**config.mk**
```make
export PLATFORM = sky130hd
export DESIGN_NAME = window_scheduler
export DESIGN_NICKNAME = d
export VERILOG_FILES = /design/src/rtl/window_scheduler_pkg.sv /design/src/rtl/window_timeout_counter.sv /design/src/rtl/window_scheduler.sv
export SDC_FILE = /design/constraint.sdc
export NUM_CORES = 1
export LEC_CHECK = 0
export BUFFER_PORTS_ARGS = -buffer_cell sky130_fd_sc_hd__buf_2
export CORE_AREA = 8 8 77 113
export DETAILED_ROUTE_END_ITERATION = 10
export DIE_AREA = 0 0 85 121
export PLACE_DENSITY = 0.87
export RECOVER_POWER = 100
export SYNTH_ARGS = -nofsm -noshare
export SYNTH_HDL_FRONTEND = slang
export SYNTH_SLANG_ARGS = --single-unit
```
**constraint.sdc**
```tcl
create_clock -name clk -period 2.2 [get_ports clk]
set_input_delay 0.22 -clock clk [delete_from_list [all_inputs] [get_ports clk]]
set_output_delay 0.22 -clock clk [all_outputs]
set_load 0.005 [all_outputs]
```
**src/rtl/window_scheduler_pkg.sv**
```systemverilog
// -----------------------------------------------------------------------------
// window_scheduler_pkg
//
// Shared definitions for the sliding-window scheduler:
//   - default grid geometry (image size, window side, stride, address width)
//   - classifier handshake timeout default
//   - helper functions deriving the row stride and last window origin
//   - FSM state encoding
//   - saturating counter helper
// -----------------------------------------------------------------------------
package window_scheduler_pkg;

  // Default geometry of the integral image and the window grid.
  localparam int IMG_W_DEF   = 160;
  localparam int IMG_H_DEF   = 120;
  localparam int WIN_DEF     = 24;
  localparam int STEP_DEF    = 4;
  localparam int ADDR_W_DEF  = 15;
  localparam int TIMEOUT_DEF = 4095;

  // Buffer address distance between two consecutive window rows.
  // Only ever evaluated on constants, so no multiplier is built.
  function automatic int calc_row_stride(input int step, input int img_w);
    return step * img_w;
  endfunction

  // Last legal window origin along one axis.
  function automatic int calc_last_pos(input int extent, input int win);
    return extent - win;
  endfunction

  // FSM encoding, kept as plain constants so older tools and waveform
  // viewers see stable numeric values.
  typedef logic [2:0] state_t;
  localparam state_t S_IDLE    = 3'd0;
  localparam state_t S_ISSUE   = 3'd1;
  localparam state_t S_WAIT    = 3'd2;
  localparam state_t S_ADVANCE = 3'd3;
  localparam state_t S_DONE    = 3'd4;

  // 8-bit increment that sticks at 255 instead of wrapping.
  function automatic logic [7:0] sat_inc8(input logic [7:0] v);
    return (v == 8'hFF) ? v : v + 8'd1;
  endfunction

endpackage

```
**src/rtl/window_timeout_counter.sv**
```systemverilog
// -----------------------------------------------------------------------------
// window_timeout_counter
//
// Down-counter guarding a start/done handshake. Loaded with LOAD_VAL, it
// counts down while i_dec is high and parks at zero. o_expired is high
// whenever the count is zero; the owner qualifies it with its own wait state.
//
// Ports:
//   clk        in   clock
//   rst_n      in   asynchronous active-low reset (count -> 0)
//   i_load     in   load LOAD_VAL (has priority over i_dec)
//   i_dec      in   decrement by one, saturating at zero
//   o_expired  out  count is zero
// -----------------------------------------------------------------------------
module window_timeout_counter #(
  parameter int WIDTH    = 12,
  parameter int LOAD_VAL = 4095
) (
  input  logic clk,
  input  logic rst_n,
  input  logic i_load,
  input  logic i_dec,
  output logic o_expired
);

  localparam logic [WIDTH-1:0] LOAD_CNT = WIDTH'(LOAD_VAL);
  localparam logic [WIDTH-1:0] CNT_ONE  = WIDTH'(1);

  logic [WIDTH-1:0] r_count;

  // NOTE: state registers use non-blocking (<=) so every flop samples the
  // pre-edge values and simulation matches the synthesized netlist.
  always_ff @(posedge clk or negedge rst_n) begin
    if (!rst_n) begin
      r_count <= '0;
    end else if (i_load) begin
      r_count <= LOAD_CNT;
    end else if (i_dec && (r_count != '0)) begin
      r_count <= r_count - CNT_ONE;
    end
  end

  assign o_expired = (r_count == '0);

endmodule

```
**src/rtl/window_scheduler.sv**
```systemverilog
// -----------------------------------------------------------------------------
// window_scheduler
//
// Walks the cascade classifier over every sliding-window position of the
// integral image, one window per start/done handshake, in raster order with
// x fastest. Counts positive windows (saturating), remembers the first hit,
// flags windows whose classifier answer never came, and flags frames that
// arrived while a scan was still running.
//
// Ports:
//   clk              in   pixel clock, single domain
//   rst_n            in   asynchronous active-low reset
//   frame_ready      in   pulse: integral image ready, start a scan
//   win_start        out  pulse: evaluate window at win_origin
//   win_origin       out  top-left buffer address, y*IMG_W + x
//   win_x / win_y    out  window origin coordinates
//   win_done         in   pulse: classifier finished current window
//   win_hit          in   classifier verdict, qualified by win_done
//   scan_busy        out  scan in progress (through the DONE cycle)
//   scan_done        out  pulse: scan finished
//   hit_count        out  positive windows this scan, saturating at 255
//   first_hit_x/_y   out  origin of the first positive window
//   first_hit_valid  out  at least one positive window this scan
//   timeout_err      out  sticky: a window timed out this scan
//   overrun          out  sticky: frame_ready arrived during a scan
// -----------------------------------------------------------------------------
module window_scheduler
  import window_scheduler_pkg::*;
#(
  parameter int IMG_W   = IMG_W_DEF,
  parameter int IMG_H   = IMG_H_DEF,
  parameter int WIN     = WIN_DEF,
  parameter int STEP    = STEP_DEF,
  parameter int ADDR_W  = ADDR_W_DEF,
  parameter int TIMEOUT = TIMEOUT_DEF
) (
  input  logic              clk,
  input  logic              rst_n,
  input  logic              frame_ready,
  output logic              win_start,
  output logic [ADDR_W-1:0] win_origin,
  output logic [7:0]        win_x,
  output logic [6:0]        win_y,
  input  logic              win_done,
  input  logic              win_hit,
  output logic              scan_busy,
  output logic              scan_done,
  output logic [7:0]        hit_count,
  output logic [7:0]        first_hit_x,
  output logic [6:0]        first_hit_y,
  output logic              first_hit_valid,
  output logic              timeout_err,
  output logic              overrun
);

  // ---------------------------------------------------------------------------
  // Grid constants, sized to the registers they are compared/added with.
  // ---------------------------------------------------------------------------
  localparam logic [7:0]        LAST_X      = 8'(calc_last_pos(IMG_W, WIN));
  localparam logic [6:0]        LAST_Y      = 7'(calc_last_pos(IMG_H, WIN));
  localparam logic [7:0]        STEP_X      = 8'(STEP);
  localparam logic [6:0]        STEP_Y      = 7'(STEP);
  localparam logic [ADDR_W-1:0] ORIGIN_STEP = ADDR_W'(STEP);
  localparam logic [ADDR_W-1:0] ROW_STRIDE  = ADDR_W'(calc_row_stride(STEP, IMG_W));
  localparam int                TO_W        = $clog2(TIMEOUT + 1);

  // ---------------------------------------------------------------------------
  // Registers
  // ---------------------------------------------------------------------------
  state_t            r_state;
  logic [7:0]        r_x;
  logic [6:0]        r_y;
  logic [ADDR_W-1:0] r_origin;
  logic [ADDR_W-1:0] r_row_base;   // origin of the first window of this row
  logic [7:0]        r_hit_count;
  logic [7:0]        r_first_x;
  logic [6:0]        r_first_y;
  logic              r_first_valid;
  logic              r_timeout_err;
  logic              r_overrun;

  // ---------------------------------------------------------------------------
  // Decodes
  // ---------------------------------------------------------------------------
  logic              w_issue;
  logic              w_wait;
  logic              w_expired;
  logic              w_row_end;
  logic              w_last_win;
  logic [ADDR_W-1:0] w_next_row;

  assign w_issue    = (r_state == S_ISSUE);
  assign w_wait     = (r_state == S_WAIT);
  assign w_row_end  = (r_x == LAST_X);
  assign w_last_win = w_row_end && (r_y == LAST_Y);
  assign w_next_row = r_row_base + ROW_STRIDE;

  // The counter is loaded in ISSUE so the first WAIT cycle sees TIMEOUT;
  // it then counts one per WAIT cycle and expires on reaching zero.
  window_timeout_counter #(
    .WIDTH    (TO_W),
    .LOAD_VAL (TIMEOUT)
  ) u_timeout (
    .clk       (clk),
    .rst_n     (rst_n),
    .i_load    (w_issue),
    .i_dec     (w_wait),
    .o_expired (w_expired)
  );

  // ---------------------------------------------------------------------------
  // Scan FSM and datapath
  // ---------------------------------------------------------------------------
  always_ff @(posedge clk or negedge rst_n) begin
    if (!rst_n) begin
      r_state       <= S_IDLE;
      r_x           <= '0;
      r_y           <= '0;
      r_origin      <= '0;
      r_row_base    <= '0;
      r_hit_count   <= '0;
      r_first_x     <= '0;
      r_first_y     <= '0;
      r_first_valid <= 1'b0;
      r_timeout_err <= 1'b0;
      r_overrun     <= 1'b0;
    end else begin
      case (r_state)
        S_IDLE: begin
          if (frame_ready) begin
            r_x           <= '0;
            r_y           <= '0;
            r_origin      <= '0;
            r_row_base    <= '0;
            r_hit_count   <= '0;
            r_first_x     <= '0;
            r_first_y     <= '0;
            r_first_valid <= 1'b0;
            r_timeout_err <= 1'b0;
            r_overrun     <= 1'b0;
            r_state       <= S_ISSUE;
          end
        end

        S_ISSUE: begin
          r_state <= S_WAIT;
        end

        S_WAIT: begin
          // A done arriving in the expiry cycle wins over the timeout.
          if (win_done) begin
            if (win_hit) begin
              r_hit_count <= sat_inc8(r_hit_count);
              if (!r_first_valid) begin
                r_first_x     <= r_x;
                r_first_y     <= r_y;
                r_first_valid <= 1'b1;
              end
            end
            r_state <= S_ADVANCE;
          end else if (w_expired) begin
            r_timeout_err <= 1'b1;
            r_state       <= S_ADVANCE;
          end
        end

        S_ADVANCE: begin
          if (w_last_win) begin
            r_state <= S_DONE;
          end else begin
            if (w_row_end) begin
              r_x        <= '0;
              r_y        <= r_y + STEP_Y;
              r_origin   <= w_next_row;
              r_row_base <= w_next_row;
            end else begin
              r_x      <= r_x + STEP_X;
              r_origin <= r_origin + ORIGIN_STEP;
            end
            r_state <= S_ISSUE;
          end
        end

        S_DONE: begin
          r_state <= S_IDLE;
        end

        default: begin
          r_state <= S_IDLE;
        end
      endcase

      // A new frame while a scan is running is dropped and only flagged.
      if (frame_ready && (r_state != S_IDLE)) begin
        r_overrun <= 1'b1;
      end
    end
  end

  // ---------------------------------------------------------------------------
  // Outputs: straight decodes of registered state, no combinational inputs.
  // ---------------------------------------------------------------------------
  assign win_start       = w_issue;
  assign win_origin      = r_origin;
  assign win_x           = r_x;
  assign win_y           = r_y;
  assign scan_busy       = (r_state != S_IDLE);
  assign scan_done       = (r_state == S_DONE);
  assign hit_count       = r_hit_count;
  assign first_hit_x     = r_first_x;
  assign first_hit_y     = r_first_y;
  assign first_hit_valid = r_first_valid;
  assign timeout_err     = r_timeout_err;
  assign overrun         = r_overrun;

endmodule

```
==> flow_metrics.tcl <==
set metrics [dict create \
    fin_cells 549 \
    wirelength_um 9340 \
    ys.warnings.count 0 \
    n_fill_cell 640 \
    synth_area_mm2 0.00381 \
    ys_async_sr_fraction_pct 100 \
    via_per_inst 5.95 \
    syn2layout_area_growth_pct 12.6 \
    critPathMaxStageDelay_ns 0.65 \
    cts.path.max_buffers 2 \
    synth_seq_cells 71 \
    vias 3267 \
    clock_sinks 71 \
    avgSynthCellArea_um2 9.45 \
    grt_max_degree 31 \
    worst-path-max-fanout 14 \
    synthCells 403 \
    whs_path_depth 3 \
    end_kind "primary output" \
    max_slew_margin_pct 49.0 \
    synth_adder_area_share_pct 2.63 \
    synthMuxAreaShare_pct 0 \
    clockPowerShare_pct 28.6 \
    cts_root_buffer "clkbuf_8" \
    drive_gt1_share_pct 13.4 \
    critPathLaunchType "register" \
    synth_xor_area_share_pct 5.75 \
    pwr-share-comb_pct 28.5 \
    worst_slack_ns 0.116 \
    dp_slack_ns 0.183 \
    status "complete, no violations" \
    row_count 38 \
    place_congestion 0.912 \
    peakVddDrop_mv 0.582 \
    dp.cells 532 \
    drv_cap 0 \
    ys.flop_type "dfrtp_1" \
    synth_edf_count 0 \
    wl_per_cell_um 17.0 \
    drt_iter0_drc 183 \
    core_area_mm2 0.00708 \
    grt_overflow_total 0 \
    synth_compound_area_share_pct 14.2 \
    period_share_pct 94.7 \
    hold_viol_final 0 \
    power.switching_mw 1.49 \
    drv_slew 0 \
    yosysSeqAreaShare_pct 46.6 \
    drc 0 \
    swShare_pct 37.6 \
    antenna_found_initial 0 \
    cp_cell_sequence "or3b_2, inv_1, buf_2" \
    fin_nets 477 \
    setup_viol 0 \
    die_width_um 85 \
    ioPinCount 64 \
    grt_pass1_vias 3355 \
    postCtsSetupBuffers 0 \
    tritoncts "yes" \
    postRouteAntennaNets 0 \
    critPathArrivalTime_ns 1.86 \
    synth_top_area_cell "dfrtp_1" \
    synth_cell_types 58 \
    reg2reg_depth 6 \
    grt_setup_unrepaired "no" \
    synthSimpleGateAreaFrac_pct 25.0 \
    antenna_cells 0 \
    seqPwrFrac_pct 42.9 \
    finalSetupTns_ns 0 \
    fmax_mhz 480 \
    leakage_nw 1.83 \
    htreeDepth 3 \
    cp_slowest_cell "or3b_2" \
    die-area_mm2 0.0103 \
    clock_insertion_delay_worst_skew_ns 0.36 \
    hpwl_um 6860 \
    io_buffers 59 \
    synth.area.top_cells "dfrtp_1, o21ai_0, nand2_1, nor2_1, xnor2_1" \
    grt_pass1_wl_um 16000 \
    cts_inserted_buffers 9 \
    p_int_mw 2.48 \
    p_per_area_mw_per_mm2 927 \
    dr.pass1.iters 4 \
    die_h_um 121 \
    worst_pin_slew_ns 0.764 \
    synth_top_family_by_area "simple AND/OR/NAND/NOR gates" \
    clk_pin_slew_ns 0.07 \
    start_util_pct 53.8 \
    cp.required_ns 1.98 \
    grt_usage_pct 19.3 \
    path_class "reg -> out" \
    yosysTopAreaCellShare_pct 46.6 \
    final_core_util_pct 60.6 \
    min_path_type "in -> reg" \
    fin_skew_ns 0.00761 \
    period_minus_slack_ns 2.08 \
]
==> flip-flops by register name (all words and copies together) (netlist names) <==
register	cells
first_hit_valid	1
first_hit_x	7
first_hit_y	5
hit_count	8
overrun	1
r_row_base	8
r_state	3
timeout_err	1
u_timeout.r_count	12
win_origin	14
win_x	6
win_y	5
==> cell families after synthesis <==
group           Yosys count
compound gates           86
xor+xnor                 25
fa+ha+maj                 8
buf+inv                  41
flops                    71
other cells               1
simple gates            171
==> metrics by stage <==
step           area (µm²)  hold slack (ns)  power (mW)
4_1_cts              4370            0.140        4.04
3_3_place_gp         4150            0.298        2.84
6_report             4290            0.159        3.98
3_5_place_dp         4150            0.302        2.90
5_1_grt              4290            0.142        4.23
2_1_floorplan        3820          -0.0756        2.52
==> cell usage after synthesis, types with 4 or more instances <==
cell and n:
a21oi_1 14, a31oi_1 5, and2_1 6, buf_2 9
buf_4 10, dfrtp_1 71, ha_1 8, inv_1 19
nand2_1 41, nand3_1 26, nand4_1 6, nor2_1 41
nor3_1 12, o21ai_0 38, o21ai_1 4, o31ai_1 7
or3_1 5, xnor2_1 15, xor2_1 10
==> cell usage in the layout, fill, tap and decap left out, types with 12 or more instances in the layout <==
cell type | Yosys | layout
inv_1 | 19 | 19
xnor2_1 | 15 | 15
nor2_1 | 41 | 41
clkbuf_1 | 1 | 41
dfrtp_1 | 71 | 71
nand3_1 | 26 | 26
nand2_1 | 41 | 41
a21oi_1 | 14 | 14
buf_2 | 9 | 20
nor3_1 | 12 | 12
o21ai_0 | 38 | 39
==> worst max-delay path, delay by kind of cell (launching register included) <==
family | cells | cell delay [ns]
buf+inv | 2 | 0.32
flops | 1 | 0.53
simple gates | 1 | 0.65
==> power groups by stage <==
stage | Combinational, mW | Sequential, mW | Clock [mW]
3_5_place_dp | 1.18 | 1.72 | 0
3_3_place_gp | 1.13 | 1.71 | 0
6_report | 1.13 | 1.71 | 1.14
4_1_cts | 1.18 | 1.70 | 1.15
2_1_floorplan | 0.880 | 1.64 | 0
5_1_grt | 1.27 | 1.74 | 1.22
==> layout make-up <==
class	count	area, µm²	area share [%]
clock inverters	7	87.6	2.04
flip-flops and latches	71	1780	41.4
well taps	80	100	2.33
inverters	19	71.3	1.66
repair buffers	69	309	7.20
multi-input cells	294	1820	42.5
clock buffers	9	124	2.89
==> per-layer routing <==
layer / GRT usage [%] / up-vias / share of wire [%] / routed length (µm)
met5: 0 / - / 0 / 0
met4: 9.63 / 0 / 2.5 / 235
met3: 5.22 / 23 / 5.7 / 529
met2: 33.4 / 105 / 53 / 4960
met1: 21.3 / 1610 / 39 / 3620
li1: - / 1529 / - / -
==> worst paths after layout <==
path / from / to / slack, ns
setup reg to reg: r_state[0] / hit_count[6] / 0.24
setup / recovery: r_state[1] / win_start / 0.12
min in group asynchronous: rst_n / r_row_base[11] / 0.46
max in group asynchronous: rst_n / first_hit_x[4] / 0.52
hold / removal: frame_ready / overrun / 0.16
hold reg to reg: win_origin[0] / win_origin[0] / 0.51
==> what timing repair did <==
action,in CTS,in global routing
resized for setup,0,2
endpoints found under the setup margin,0,2
hold buffers,1,0
endpoints found under the hold margin,28,0
Note: power is estimated with default switching activity, not from simulation.
